## src/rtl/pwm_pkg.sv

```systemverilog
// Constants and state encoding shared by the PWM generator and capture blocks.
package pwm_pkg;

    typedef enum logic {
        ST_SEEK = 1'b0,
        ST_RUN  = 1'b1
    } pwm_state_t;

    localparam int PCT_SCALE = 100;
    localparam int PCT_W     = 7;

    // A high time longer than the period can only come from a glitched input; pin it at 100 %.
    function automatic logic [PCT_W-1:0] pct_clamp(input logic [31:0] q);
        if (q > 32'(PCT_SCALE)) begin
            return PCT_W'(PCT_SCALE);
        end
        return q[PCT_W-1:0];
    endfunction

endpackage

```

## src/rtl/pwm_duty_div.sv

```systemverilog
// Sequential restoring divider: one quotient bit per cycle, DIV_W iterations.
// done/quotient show the final iteration combinationally so the caller can register it directly.
module pwm_duty_div
    import pwm_pkg::*;
#(
    parameter int CNT_W = 16,
    parameter int DIV_W = CNT_W + PCT_W
) (
    input  logic             clk,
    input  logic             rst,
    input  logic             start,
    input  logic             abort,
    input  logic [DIV_W-1:0] dividend,
    input  logic [CNT_W-1:0] divisor,
    output logic             busy,
    output logic             done,
    output logic [DIV_W-1:0] quotient
);

    localparam int IT_W = $clog2(DIV_W + 1);

    logic             busy_q, busy_d;
    logic [IT_W-1:0]  iter_q, iter_d;
    logic [CNT_W:0]   rem_q, rem_d;
    logic [DIV_W-1:0] quo_q, quo_d;
    logic [CNT_W-1:0] dvs_q, dvs_d;

    logic [CNT_W:0]   rem_sh;
    logic [CNT_W:0]   rem_sub;
    logic             ge;

    assign rem_sh  = {rem_q[CNT_W-1:0], quo_q[DIV_W-1]};
    assign rem_sub = rem_sh - {1'b0, dvs_q};
    assign ge      = rem_q[CNT_W] | (rem_sh >= {1'b0, dvs_q});

    always_comb begin
        busy_d = busy_q;
        iter_d = iter_q;
        rem_d  = rem_q;
        quo_d  = quo_q;
        dvs_d  = dvs_q;
        if (abort) begin
            busy_d = 1'b0;
        end else if (start && !busy_q) begin
            busy_d = 1'b1;
            iter_d = IT_W'(DIV_W);
            rem_d  = '0;
            quo_d  = dividend;
            dvs_d  = divisor;
        end else if (busy_q) begin
            rem_d  = ge ? rem_sub : rem_sh;
            quo_d  = {quo_q[DIV_W-2:0], ge};
            iter_d = iter_q - IT_W'(1);
            if (iter_q == IT_W'(1)) begin
                busy_d = 1'b0;
            end
        end
    end

    always_ff @(posedge clk or posedge rst) begin
        if (rst) begin
            busy_q <= 1'b0;
            iter_q <= '0;
            rem_q  <= '0;
            quo_q  <= '0;
            dvs_q  <= '0;
        end else begin
            busy_q <= busy_d;
            iter_q <= iter_d;
            rem_q  <= rem_d;
            quo_q  <= quo_d;
            dvs_q  <= dvs_d;
        end
    end

    assign busy     = busy_q;
    assign done     = busy_q && (iter_q == IT_W'(1));
    // A zero divisor would otherwise yield all ones.
    assign quotient = (dvs_q == '0) ? '0 : {quo_q[DIV_W-2:0], ge};

endmodule

```

## src/rtl/pwm_capture.sv

```systemverilog
// Measures period, high time and duty of an asynchronous PWM input; flags an edgeless input.
//   state   | meaning
//   ST_SEEK | waiting for a rising edge to arm the timebase (after reset or stuck)
//   ST_RUN  | armed; each rising edge closes one period and may start a duty divide
module pwm_capture
    import pwm_pkg::*;
#(
    parameter int CNT_W   = 16,
    parameter int TIMEOUT = 1000
) (
    input  logic             clk,
    input  logic             rst,
    input  logic             pwm_in,
    output logic [CNT_W-1:0] per_cnt,
    output logic [CNT_W-1:0] hi_cnt,
    output logic [PCT_W-1:0] duty_pct,
    output logic             meas_valid,
    output logic             busy,
    output logic             drop,
    output logic             stuck,
    output logic             stuck_level
);

    localparam int               DIV_W   = CNT_W + PCT_W;
    localparam logic [CNT_W-1:0] CNT_MAX = '1;
    localparam logic [CNT_W-1:0] TMO     = CNT_W'(TIMEOUT);

    pwm_state_t       state_q, state_d;
    logic             sync1_q, s_q, prev_q;
    logic [CNT_W-1:0] cnt_q, cnt_d;
    logic [CNT_W-1:0] hi_lat_q, hi_lat_d;
    logic [CNT_W-1:0] per_cnt_q, per_cnt_d;
    logic [CNT_W-1:0] hi_cnt_q, hi_cnt_d;
    logic [PCT_W-1:0] duty_q, duty_d;
    logic             meas_valid_q, meas_valid_d;
    logic             drop_q, drop_d;
    logic             stuck_q, stuck_d;
    logic             stuck_level_q, stuck_level_d;

    logic             rise, fall, tmo;
    logic             div_start, div_abort, div_busy, div_done;
    logic [DIV_W-1:0] div_dividend, div_quotient;

    assign rise = s_q & ~prev_q;
    assign fall = ~s_q & prev_q;
    // A rise in the timeout cycle restarts the timebase, so it takes priority.
    assign tmo  = ~rise && (cnt_q == TMO);

    assign div_dividend = DIV_W'(hi_lat_q) * DIV_W'(PCT_SCALE);

    pwm_duty_div #(
        .CNT_W (CNT_W),
        .DIV_W (DIV_W)
    ) u_div (
        .clk      (clk),
        .rst      (rst),
        .start    (div_start),
        .abort    (div_abort),
        .dividend (div_dividend),
        .divisor  (cnt_q),
        .busy     (div_busy),
        .done     (div_done),
        .quotient (div_quotient)
    );

    always_comb begin
        state_d       = state_q;
        hi_lat_d      = hi_lat_q;
        per_cnt_d     = per_cnt_q;
        hi_cnt_d      = hi_cnt_q;
        duty_d        = duty_q;
        meas_valid_d  = 1'b0;
        drop_d        = 1'b0;
        stuck_d       = stuck_q;
        stuck_level_d = stuck_level_q;
        div_start     = 1'b0;
        div_abort     = 1'b0;

        cnt_d = rise ? CNT_W'(1) : ((cnt_q == CNT_MAX) ? cnt_q : cnt_q + CNT_W'(1));

        if (fall) begin
            hi_lat_d = cnt_q;
        end

        if (div_done) begin
            duty_d       = pct_clamp(32'(div_quotient));
            meas_valid_d = 1'b1;
        end

        if (rise) begin
            stuck_d = 1'b0;
            if (state_q == ST_SEEK) begin
                state_d = ST_RUN;
            end else if (div_busy) begin
                drop_d = 1'b1;
            end else begin
                per_cnt_d = cnt_q;
                hi_cnt_d  = hi_lat_q;
                div_start = 1'b1;
            end
        end else if (tmo) begin
            stuck_d       = 1'b1;
            stuck_level_d = s_q;
            per_cnt_d     = '0;
            hi_cnt_d      = '0;
            duty_d        = s_q ? PCT_W'(PCT_SCALE) : '0;
            meas_valid_d  = 1'b1;
            div_abort     = 1'b1;
            state_d       = ST_SEEK;
        end
    end

    always_ff @(posedge clk or posedge rst) begin
        if (rst) begin
            state_q       <= ST_SEEK;
            sync1_q       <= 1'b0;
            s_q           <= 1'b0;
            prev_q        <= 1'b0;
            cnt_q         <= '0;
            hi_lat_q      <= '0;
            per_cnt_q     <= '0;
            hi_cnt_q      <= '0;
            duty_q        <= '0;
            meas_valid_q  <= 1'b0;
            drop_q        <= 1'b0;
            stuck_q       <= 1'b0;
            stuck_level_q <= 1'b0;
        end else begin
            state_q       <= state_d;
            sync1_q       <= pwm_in;
            s_q           <= sync1_q;
            prev_q        <= s_q;
            cnt_q         <= cnt_d;
            hi_lat_q      <= hi_lat_d;
            per_cnt_q     <= per_cnt_d;
            hi_cnt_q      <= hi_cnt_d;
            duty_q        <= duty_d;
            meas_valid_q  <= meas_valid_d;
            drop_q        <= drop_d;
            stuck_q       <= stuck_d;
            stuck_level_q <= stuck_level_d;
        end
    end

    assign per_cnt     = per_cnt_q;
    assign hi_cnt      = hi_cnt_q;
    assign duty_pct    = duty_q;
    assign meas_valid  = meas_valid_q;
    assign busy        = div_busy;
    assign drop        = drop_q;
    assign stuck       = stuck_q;
    assign stuck_level = stuck_level_q;

endmodule

```

## config.mk

```make
export PLATFORM = sky130hd
export DESIGN_NAME = pwm_capture
export DESIGN_NICKNAME = d
export VERILOG_FILES = /design/src/rtl/pwm_pkg.sv /design/src/rtl/pwm_duty_div.sv /design/src/rtl/pwm_capture.sv
export SDC_FILE = /design/constraint.sdc
export NUM_CORES = 1
export LEC_CHECK = 0
export BUFFER_PORTS_ARGS = -buffer_cell sky130_fd_sc_hd__buf_2
export CAP_MARGIN = 40
export CORE_AREA = 3 3 140 142
export DETAILED_ROUTE_END_ITERATION = 12
export DIE_AREA = 0 0 143 145
export PLACE_DENSITY = 0.66
export SLEW_MARGIN = 10
export SYNTH_ARGS = -nofsm -noshare
export SYNTH_HDL_FRONTEND = slang
export SYNTH_SLANG_ARGS = --single-unit
```

## constraint.sdc

```tcl
create_clock -name clk -period 11.94 [get_ports clk]
set_clock_uncertainty 0.2 [all_clocks]
set_input_delay 1.194 -clock clk [delete_from_list [all_inputs] [get_ports clk]]
set_output_delay 1.194 -clock clk [all_outputs]
set_load 0.005 [all_outputs]
```

==> results.json, run 1 <==
{
  "outcome": "finished, final reports clean",
  "hold_path.class": "reg2reg",
  "drc_errors": 0,
  "async_flop_share_pct": 100.0,
  "clk_latency_ns": 0.43,
  "clockBufferDepth": 2,
  "synthMuxAreaShare_pct": 2.502,
  "dpl.hpwl_um": 13990,
  "placed_cell_area_mm2": 0.008740,
  "synth-adder-area-share_pct": 13.90,
  "dp_cells": 1115,
  "setup_slack_ns": 8.073,
  "cp_max_fo": 5,
  "yosysSeqAreaShare_pct": 42.50,
  "pwr_density_cell_mw_per_mm2": 216.2,
  "crit_path_frequent_cell": "ha_1",
  "worstHoldStart": "sync1_q$_DFF_PP0_",
  "irDropWorstVdd_mv": 0.1088,
  "p_leak_nw": 4.565,
  "clk_pin_slew_ns": 0.06,
  "cp.required_ns": 12.05,
  "netlist_area_mm2": 0.008302,
  "synthXorXnorAreaFrac_pct": 4.431,
  "synth_cell_types": 64,
  "fin_crit_sh_pct": 32.39,
  "instances_no_fill": 1147,
  "io_buffers": 46,
  "post_cts_buffers": 0,
  "syn_nets": 957,
  "dr.pass1.iters": 5,
  "reg2reg_slack_ns": 8.07,
  "rows": 50,
  "fp.dieH_um": 145,
  "hold_depth": 0,
  "gr-total-overflow": 0,
  "synth_compound_area_share_pct": 16.01,
  "ctsHtreeMaxLevel": 4,
  "cpPeakStageDelay_ns": 0.50,
  "grt_pass1_wl_um": 32890,
  "cp-end-kind": "flop",
  "worstSetupPathType": "reg2reg",
  "io_pins": 47,
  "final_nets": 988,
  "cap_violations": 0,
  "final_cell_mix": "dfrtp_1 (141), nand2_1 (95), inv_1 (79), ha_1 (73), nor2_1 (56)",
  "crit_path_start_kind": "flop",
  "crit_arrival_ns": 3.98,
  "grt_pass1_vias": 6107,
  "cts_resized": 0,
  "synth.avg_cell_area_um2": 9.553,
  "grt_start_max_net_pins": 72,
  "crit_chain": "ha_1, ha_1, inv_1, fa_1, inv_1, ha_1, a21oi_1, o211ai_1, a21oi_1, o21ai_0, a221oi_1, xnor2_1, o22ai_1",
  "antenna_found_initial": 0,
  "fp.dieArea_mm2": 0.02074,
  "routedWlPerCell_um": 17.20,
  "rsz0062_at_grt": "false",
  "crit_slowest_cell": "fa_1",
  "setup_violations": 0,
  "timing.rr.start": "hi_lat_q[5]$_DFFE_PP0P_",
  "maxSlewViolCount": 0,
  "layout-drive-gt1-share_pct": 12.60,
  "viasPerCell": 5.506,
  "worst_slew_pin_slew_ns": 0.8827,
  "vias": 6315,
  "path_buf_inv": 2,
  "r2r-end": "u_div.quo_q[22]$_DFFE_PP0P_",
  "mostFrequentLayoutCell": "dfrtp_1",
  "tritoncts": "built",
  "start_util_pct": 44.68,
  "die_w_um": 143,
  "fin_crit_ns": 3.867,
  "initialDrtViolationCount": 401,
  "synth_edf_count": 0,
  "place_ws_ns": 8.062,
  "fin_area_mm2": 0.009326,
  "hold_violations": 0,
  "wirelength_um": 19730,
  "root_buffer": "clkbuf_16",
  "r2r_cells": 13,
  "hold_buffers": 0,
  "numCtsBuffers": 17,
  "ant_nets": 0,
  "clock-sinks": 141,
  "fmax_ghz": 0.2586,
  "synth_ff_type": "dfrtp_1",
  "synth.ff_latch_count": 141,
  "fin_tns_setup_ns": 0,
  "fill_cells": 1726,
  "synth-simple-area-share_pct": 14.72,
  "synth_top_family_by_area": "compound AO/OA/AOI/OAI gates",
  "gp_congestion": 0.8318,
  "hold_path_end": "s_q$_DFF_PP0_",
  "grt_usage_pct": 19.98,
  "antenna_cells": 0,
  "slew_headroom_pct": 41.01,
  "yosysWarnings": 0,
  "syn_to_final_growth_pct": 12.34,
  "core_mm2": 0.01858,
  "critical-path-top-delay-family": "compound AO/OA/AOI/OAI gates",
  "synthCells": 869
}
==> registers in the layout, summed over array words and instances, names as in the netlist, 5 cells and up <==
signal / count
u_div.quo_q: 23
hi_cnt: 16
per_cnt: 16
u_div.iter_q: 5
u_div.rem_q: 17
hi_lat_q: 16
u_div.dvs_q: 16
duty_pct: 7
cnt_q: 16
==> area by class of cell <==
type	instances	area, um2	share of cell area, %
clock buffers	18	429.2	4.602
clock inverters	14	157.7	1.690
inverters	80	305.3	3.273
multi-input cells	607	4294	46.04
flip-flops and latches	141	3528	37.83
well taps	234	292.8	3.139
repair buffers	53	319.1	3.421
==> metal layers <==
metal / track usage, % / up-vias / wire (um)
li1: - / 3103 / -
met1: 29.71 / 3051 / 9751
met2: 28.92 / 134 / 8768
met3: 3.922 / 27 / 760
met4: 7.129 / 0 / 445
met5: 0 / - / 0
==> through the flow <==
stage,util (%),total power [W],hold slack (ns)
after floorplan,-,0.001302,0.1312
after global placement,46.72,0.001467,0.1335
after detailed placement,47.04,0.001487,0.1373
after CTS,50.20,0.002028,0.1524
after global routing,50.20,0.002173,0.1682
final,50.20,0.002017,0.1502
==> power by group <==
| part | internal, W | leakage [nW] | total (W) | switching (W) |
|---|---|---|---|---|
| Sequential | 0.000601 | 1.81 | 0.000715 | 0.000114 |
| Combinational | 0.000332 | 2.47 | 0.000772 | 0.000440 |
| Clock | 0.000311 | 0.284 | 0.000530 | 0.000218 |
==> Yosys cell counts, types with 8 or more instances <==
master,number,area (um2)
o21a_1,12,90.09
ha_1,73,913.4
xnor2_1,20,175.2
a31oi_1,16,100.1
fa_1,12,240.2
nand3_1,38,190.2
nand2_1,95,356.6
a21o_1,9,67.56
o21ai_0,55,275.3
clkbuf_1,29,108.9
mux2_2,14,157.7
nor4_1,12,75.07
nor3_1,10,50.05
a21oi_1,39,195.2
a22o_1,16,140.1
dfrtp_1,141,3528
o211ai_1,8,60.06
nand4_1,9,56.30
inv_1,80,300.3
and3_1,10,62.56
xor2_1,22,192.7
nor2_1,57,214.0
==> worst max-delay path by stage <==
stage / start / endpoint / slack (ns) / depth (start not counted)
2_1_floorplan: rst / cnt_q[0]$_DFFE_PP0P_ / 6.76 / 1
3_3_place_gp: hi_lat_q[4]$_DFFE_PP0P_ / u_div.quo_q[22]$_DFFE_PP0P_ / 8.15 / 13
3_5_place_dp: hi_lat_q[4]$_DFFE_PP0P_ / u_div.quo_q[22]$_DFFE_PP0P_ / 8.06 / 13
4_1_cts: hi_lat_q[4]$_DFFE_PP0P_ / u_div.quo_q[22]$_DFFE_PP0P_ / 8.07 / 13
5_1_grt: hi_lat_q[4]$_DFFE_PP0P_ / u_div.quo_q[22]$_DFFE_PP0P_ / 7.85 / 13
6_report: hi_lat_q[5]$_DFFE_PP0P_ / u_div.quo_q[22]$_DFFE_PP0P_ / 8.07 / 13
==> kinds of logic (layout without fill, tap and decap cells) <==
group / count (synthesis) / count (layout)
buffers and inverters: 121 / 165
muxes: 19 / 19
and+or+nand+nor: 260 / 260
DFF: 141 / 141
AOI/OAI and AO/OA: 201 / 201
xor gates and xnor gates: 42 / 42
adders and majority gates: 85 / 85
Power figures use the tool's default switching activity.
==> inputs of run 2 (changes only) <==
--- a/config.mk
+++ b/config.mk
@@ -5,11 +5,12 @@
 export SDC_FILE = /design/constraint.sdc
 export NUM_CORES = 1
 export LEC_CHECK = 0
+export ABC_AREA = 1
 export BUFFER_PORTS_ARGS = -buffer_cell sky130_fd_sc_hd__buf_2
 export CAP_MARGIN = 40
-export CORE_AREA = 3 3 140 142
+export CORE_AREA = 3 3 143 145
 export DETAILED_ROUTE_END_ITERATION = 12
-export DIE_AREA = 0 0 143 145
+export DIE_AREA = 0 0 146 148
 export PLACE_DENSITY = 0.66
 export SLEW_MARGIN = 10
 export SYNTH_ARGS = -nofsm -noshare
==> constraint.sdc (replaced) <==
create_clock -name clk -period 3.7 [get_ports clk]
set_clock_uncertainty 0.2 [all_clocks]
set_input_delay 0.37 -clock clk [delete_from_list [all_inputs] [get_ports clk]]
set_output_delay 0.37 -clock clk [all_outputs]
set_load 0.005 [all_outputs]
==> run 2 against run 1 <==
  * Sequential share of layout area is 1.8 points lower
  * First-iteration DRC count is 16% higher
  * Worst hold slack hardly changed
  * Non-clock buffer count is 4 higher
  * Highest routed layer unchanged
  * Critical path type unchanged
==> results.json, run 2 <==
{
  "outcome": "finished, final reports clean",
  "grt_pass1_vias": 7089,
  "pwr_density_cell_mw_per_mm2": 693.0,
  "fmax_ghz": 0.2898,
  "final_cell_mix": "nand2_1 (268), inv_1 (149), dfrtp_1 (141), o21ai_0 (106), nand3_1 (91)",
  "hold_depth": 0,
  "routedWlPerCell_um": 15.01,
  "antenna_cells": 0,
  "antenna_found_initial": 0,
  "vias": 7333,
  "dpl.hpwl_um": 15980,
  "synth.area.top_cells": "dfrtp_1 (41%), nand2_1 (12%), ha_1 (11%)",
  "fin_crit_ns": 3.450,
  "fin_worst_hold_slack_ns": 0.1505,
  "crit_arrival_ns": 3.54,
  "final_nets": 1242,
  "synth_most_common_cell": "nand2_1",
  "io_pins": 47,
  "cp.required_ns": 3.79,
  "crit_path_start_kind": "flop",
  "fin_tns_setup_ns": 0,
  "rsz0062_at_grt": "false",
  "rows": 51,
  "fp.dieH_um": 148,
  "reg2reg_slack_ns": 0.25,
  "irDropWorstVdd_mv": 0.3454,
  "p_leak_nw": 5.168,
  "core_mm2": 0.01933,
  "crit_chain": "ha_1, ha_1, inv_1, fa_1, inv_1, ha_1, a21oi_1, o21ai_0, a21oi_1, nand2_1, nand2_1, nand2_1, o21ai_1, o21ai_0",
  "timing.rr.start": "hi_lat_q[11]$_DFFE_PP0P_",
  "numCtsBuffers": 17,
  "fill_cells": 1855,
  "instances_no_fill": 1431,
  "grt_usage_pct": 20.47,
  "gr-total-overflow": 0,
  "fp.dieArea_mm2": 0.02161,
  "hold_path_end": "s_q$_DFF_PP0_",
  "largest-register": "u_div.quo_q",
  "ant_nets": 0,
  "async_flop_share_pct": 100.0,
  "synth.avg_cell_area_um2": 7.817,
  "tritoncts": "built",
  "layout-drive-gt1-share_pct": 8.576,
  "synth_ff_type": "dfrtp_1",
  "clk_pin_slew_ns": 0.06,
  "worst_slew_pin_slew_ns": 0.8063,
  "clockBufferDepth": 2,
  "worstSetupPathType": "reg2reg",
  "path_buf_inv": 2,
  "worstHoldStart": "sync1_q$_DFF_PP0_",
  "synthCells": 1107,
  "crit_slowest_cell": "fa_1",
  "postLayoutCoreUtil_pct": 50.68,
  "r2r-end": "u_div.quo_q[22]$_DFFE_PP0P_",
  "dr.pass1.iters": 5,
  "wirelength_um": 21480,
  "yosysSeqAreaShare_pct": 40.78,
  "grt_start_max_net_pins": 64,
  "r2r_cells": 14,
  "top_regs": "u_div.quo_q (23), u_div.rem_q (17)",
  "synth_edf_count": 0,
  "die_w_um": 146,
  "root_buffer": "clkbuf_16",
  "path_depth": 14,
  "synth_cell_types": 36,
  "io_buffers": 46,
  "synth_top_area_cell": "dfrtp_1",
  "clk_latency_ns": 0.43,
  "initialDrtViolationCount": 465,
  "syn_nets": 1195,
  "netlist_area_mm2": 0.008653,
  "grt_pass1_wl_um": 35640,
  "cp_max_fo": 5,
  "yosysTopAreaCellShare_pct": 40.78,
  "regArea_mm2": 0.003528,
  "start_util_pct": 44.76,
  "post_cts_buffers": 0,
  "synth_top_cells_by_count": "nand2_1 (268), inv_1 (150), dfrtp_1 (141), o21ai_0 (107), nand3_1 (91)",
  "slew_headroom_pct": 46.11,
  "viasPerCell": 5.124,
  "syn_to_final_growth_pct": 13.23,
  "synth.ff_latch_count": 141,
  "cpPeakStageDelay_ns": 0.50,
  "hold_violations": 0,
  "cp-end-kind": "flop",
  "mostFrequentLayoutCell": "nand2_1",
  "yosysWarnings": 0,
  "clock-sinks": 141,
  "critical-path-top-delay-family": "adder cells",
  "power_w": 0.006790,
  "maxSlewViolCount": 0,
  "dp_cells": 1398,
  "drc_errors": 0,
  "setup_violations": 0,
  "ctsHtreeMaxLevel": 4,
  "largest_reg_flops": 23,
  "cap_violations": 0,
  "fin_crit_sh_pct": 93.25,
  "multiInputGateArea_mm2": 0.004417,
  "hold_path.class": "reg2reg",
  "gp_congestion": 0.8874
}
## run 2: changes by cell type after synthesis, moves of 10 or more
| cell | before | now |
|---|---|---|
| inv_1 | 80 | 150 |
| mux2_2 | 14 | 0 |
| a21oi_1 | 39 | 52 |
| clkbuf_1 | 29 | 17 |
| nand2_1 | 95 | 268 |
| xor2_1 | 22 | 9 |
| o21ai_0 | 55 | 107 |
| nand3_1 | 38 | 91 |
| and3_1 | 10 | 0 |
| a31oi_1 | 16 | 5 |
| a22o_1 | 16 | 0 |
| nor2_1 | 57 | 78 |
## run 2: power breakdown
group,switching (W),internal [W]
registers,0.000297,0.00195
logic,0.00174,0.00109
clock network,0.000718,0.00100
## run 2: how the worst max path moves through the flow
stage | from | to | slack, ns
after floorplan | hi_lat_q[8]$_DFFE_PP0P_ | u_div.quo_q[21]$_DFFE_PP0P_ | 0.65
after global placement | hi_lat_q[5]$_DFFE_PP0P_ | u_div.quo_q[22]$_DFFE_PP0P_ | 0.18
after detailed placement | hi_lat_q[5]$_DFFE_PP0P_ | u_div.quo_q[22]$_DFFE_PP0P_ | 0.18
after CTS | hi_lat_q[5]$_DFFE_PP0P_ | u_div.quo_q[22]$_DFFE_PP0P_ | 0.14
after global routing | hi_lat_q[11]$_DFFE_PP0P_ | u_div.quo_q[22]$_DFFE_PP0P_ | 0.08
final | hi_lat_q[11]$_DFFE_PP0P_ | u_div.quo_q[22]$_DFFE_PP0P_ | 0.25
## run 2: worst register-to-register path: cells and delay by family, from the launching register on
family / cells / cell delay, ns
AOI/OAI and AO/OA: 5 / 0.95
adders and majority gates: 4 / 1.46
buffers and inverters: 2 / 0.10
and+or+nand+nor: 3 / 0.19
DFF: 1 / 0.42
## run 2: kinds of logic after synthesis
group / Yosys count / share of synthesized area (%)
flip-flops: 141 / 40.77
adder cells (fa/ha/maj): 85 / 13.33
AND/OR/NAND/NOR: 481 / 23.54
buffers and inverters: 184 / 8.184
AO/OA/AOI/OAI: 196 / 12.15
XOR/XNOR: 20 / 2.024
## run 2: what timing repair did
item | in CTS | in global routing
endpoints found under the setup margin | 0 | 1
resized for setup | 0 | 1
hold buffers | 2 | 0
endpoints found under the hold margin | 113 | 0
## run 2: final cells by class
type                       instances  area share [%]
multi-input combinational        782           45.08
tap                              265           3.384
timing repair buffer              57           3.627
sequential                       141           36.01
clock buffer                      17           4.342
clock inverter                    14           1.571
inverter                         155           5.989
## run 2: through the flow
| stage | instance area [um2] | setup slack, ns |
|---|---|---|
| after CTS | 9798 | 0.1428 |
| after detailed placement | 9199 | 0.1802 |
| final | 9798 | 0.2499 |
| after global placement | 9179 | 0.1758 |
| after floorplan | 8657 | 0.6524 |
| after global routing | 9798 | 0.08403 |
## run 2: routing by layer
| metal | global-route usage [%] | part of all wire (%) | up-vias |
|---|---|---|---|
| met5 | 0 | 0 | - |
| met4 | 6.679 | 1.9 | 0 |
| met3 | 3.219 | 4.3 | 28 |
| met2 | 31.19 | 44 | 159 |
| met1 | 30.04 | 50 | 3436 |
| li1 | - | - | 3710 |
==> inputs of run 3 (changes only) <==
--- a/config.mk
+++ b/config.mk
@@ -11,7 +11,8 @@
 export CORE_AREA = 3 3 143 145
 export DETAILED_ROUTE_END_ITERATION = 12
 export DIE_AREA = 0 0 146 148
-export PLACE_DENSITY = 0.66
+export PLACE_DENSITY = 0.68
+export RECOVER_POWER = 25
 export SLEW_MARGIN = 10
 export SYNTH_ARGS = -nofsm -noshare
 export SYNTH_HDL_FRONTEND = slang
==> constraint.sdc (replaced) <==
create_clock -name clk -period 3.1 [get_ports clk]
set_clock_uncertainty 0.2 [all_clocks]
set_input_delay 0.31 -clock clk [delete_from_list [all_inputs] [get_ports clk]]
set_output_delay 0.31 -clock clk [all_outputs]
set_load 0.005 [all_outputs]
==> run 3 against run 2 <==
  * Design area up 7.9%
  * Power up 23%
  * Non-clock buffer count up 50
  * Final cell count up 3.6%
  * Worst hold slack better by 0.015 ns
  * Via count up 4.4%
  * Clock-buffer cell count up 2
  * The run now ends with capacitance limit, slew limit left
==> results.json, run 3 (same netlist as run 2, synthesis figures left out) <==
{
  "dpl.hpwl_um": 15920,
  "setup_violations": 0,
  "root_buffer": "clkbuf_16",
  "worstSetupPathType": "reg2reg",
  "numCtsBuffers": 17,
  "viasPerCell": 5.167,
  "crit_path_start_kind": "flop",
  "hold_violations": 0,
  "grt_usage_pct": 20.51,
  "cp-end-kind": "flop",
  "dp_cells": 1439,
  "drc_errors": 0,
  "io_pins": 47,
  "clk_pin_slew_ns": 0.07,
  "violations": "capacitance limit, slew limit",
  "crit_arrival_ns": 3.15,
  "layout-drive-gt1-share_pct": 17.34,
  "fp.dieArea_mm2": 0.02161,
  "grt_start_max_net_pins": 64,
  "grt_pass1_wl_um": 36110,
  "core_mm2": 0.01933,
  "fin_crit_sh_pct": 98.46,
  "gp_congestion": 0.9017,
  "postLayoutCoreUtil_pct": 54.68,
  "dr.pass1.iters": 7,
  "tritoncts": "built",
  "cap_violations": 1,
  "fp.dieH_um": 148,
  "clockBufferDepth": 2,
  "clk_latency_ns": 0.44,
  "instances_no_fill": 1482,
  "gr-total-overflow": 0,
  "routedWlPerCell_um": 15.10,
  "antenna_cells": 0,
  "rows": 51,
  "clock-sinks": 141,
  "pwr_density_cell_mw_per_mm2": 788.8,
  "hold_path.class": "reg2reg",
  "p_leak_nw": 5.366,
  "fmax_ghz": 0.3276,
  "cp_max_fo": 3,
  "largest-register": "u_div.quo_q",
  "grt_pass1_vias": 7225,
  "mostFrequentLayoutCell": "nand2_1",
  "die_w_um": 146,
  "start_util_pct": 44.76,
  "ctsHtreeMaxLevel": 4,
  "slew_headroom_pct": -3.382,
  "final_nets": 1292,
  "outcome": "finished, violations left",
  "cp.required_ns": 3.20,
  "io_buffers": 46,
  "vias": 7658,
  "initialDrtViolationCount": 495,
  "syn_to_final_growth_pct": 22.17,
  "wirelength_um": 22380,
  "ant_nets": 0,
  "largest_reg_flops": 23,
  "worst_slew_pin_slew_ns": 1.542,
  "irDropWorstVdd_mv": 0.4661,
  "top_regs": "u_div.quo_q (23), u_div.rem_q (17)",
  "rsz0062_at_grt": "true",
  "fin_crit_ns": 3.052,
  "antenna_found_initial": 0,
  "maxSlewViolCount": 32,
  "final_cell_mix": "nand2_1 (251), inv_1 (138), dfrtp_1 (137), o21ai_0 (97), nand3_1 (79)"
}
-- run 3: changes by cell type in the layout (fill, tap and decap cells not counted), sizes merged --
cell | before | now
bufinv | 2 | 0
clkbuf | 17 | 38
inv | 160 | 164
clkinv | 6 | 2
buf | 55 | 86
clkinvlp | 1 | 2
-- run 3: routing by layer --
layer / part of all wire [%] / GRT usage, % / vias up
met5: 0 / 0 / -
met4: 1.4 / 5.315 / 0
met3: 3.6 / 3.525 / 25
met2: 46 / 32.29 / 161
met1: 49 / 29.61 / 3652
li1: - / - / 3820
-- run 3: final timing paths --
kind                                                to  depth (start not counted)                      from  slack [ns]
setup / recovery           u_div.quo_q[19]$_DFFE_PP0P_                         14  hi_lat_q[11]$_DFFE_PP0P_        0.05
hold / removal                           s_q$_DFF_PP0_                          0         sync1_q$_DFF_PP0_        0.17
setup reg to reg           u_div.quo_q[19]$_DFFE_PP0P_                         14  hi_lat_q[11]$_DFFE_PP0P_        0.05
hold reg to reg                          s_q$_DFF_PP0_                          0         sync1_q$_DFF_PP0_        0.17
max in group asynchronous      hi_lat_q[5]$_DFFE_PP0P_                          4                       rst        0.71
min in group asynchronous  u_div.rem_q[12]$_DFFE_PP0P_                          3                       rst        0.57
-- run 3: repair_timing --
action,in CTS,in global routing
resized for setup,28,81
endpoints found under the hold margin,29,0
hold buffers,2,0
pin swaps,3,57
buffers inserted,2,7
endpoints found under the setup margin,11,13
-- run 3: worst max-delay path, stage by stage, from the launching register on --
cell and delay [ns]:
dfrtp_1 0.40, ha_1 0.31, ha_1 0.28, inv_1 0.05
fa_1 0.49, inv_1 0.07, ha_4 0.29, buf_4 0.13
nand2_2 0.07, nor2_1 0.18, nand3_1 0.12, nand2_1 0.07
nand2_1 0.05, a21oi_1 0.12, o22ai_1 0.09
-- run 3: report_power, final --
part / switching (W) / internal, W
clock: 0.000892 / 0.00108
sequential: 0.000357 / 0.00233
combinational: 0.00220 / 0.00148
-- run 3: stage by stage --
stage	TNS, ns	hold slack (ns)	setup WS, ns	total power, W	instance area, um2
CTS	-0.02571	0.1665	-0.02571	0.008218	10220
detailed placement	-0.7276	0.1403	-0.1258	0.006173	9482
finish	0	0.1657	0.04763	0.008338	10570
floorplan	0	0.1312	0.05239	0.005258	8657
global route	-0.5651	0.1747	-0.1031	0.009060	10570
global placement	-0.5024	0.1351	-0.1543	0.006093	9482
-- run 3: final cells by class --
| class | instances | area (um2) |
|---|---|---|
| Multi-Input combinational cell | 782 | 4876 |
| Fill cell | 1735 | 8763 |
| Timing Repair Buffer | 107 | 689.4 |
| Sequential cell | 141 | 3533 |
| Tap cell | 265 | 331.6 |
| Inverter | 155 | 584.3 |
| Clock buffer | 19 | 442.9 |
| Clock inverter | 13 | 113.9 |
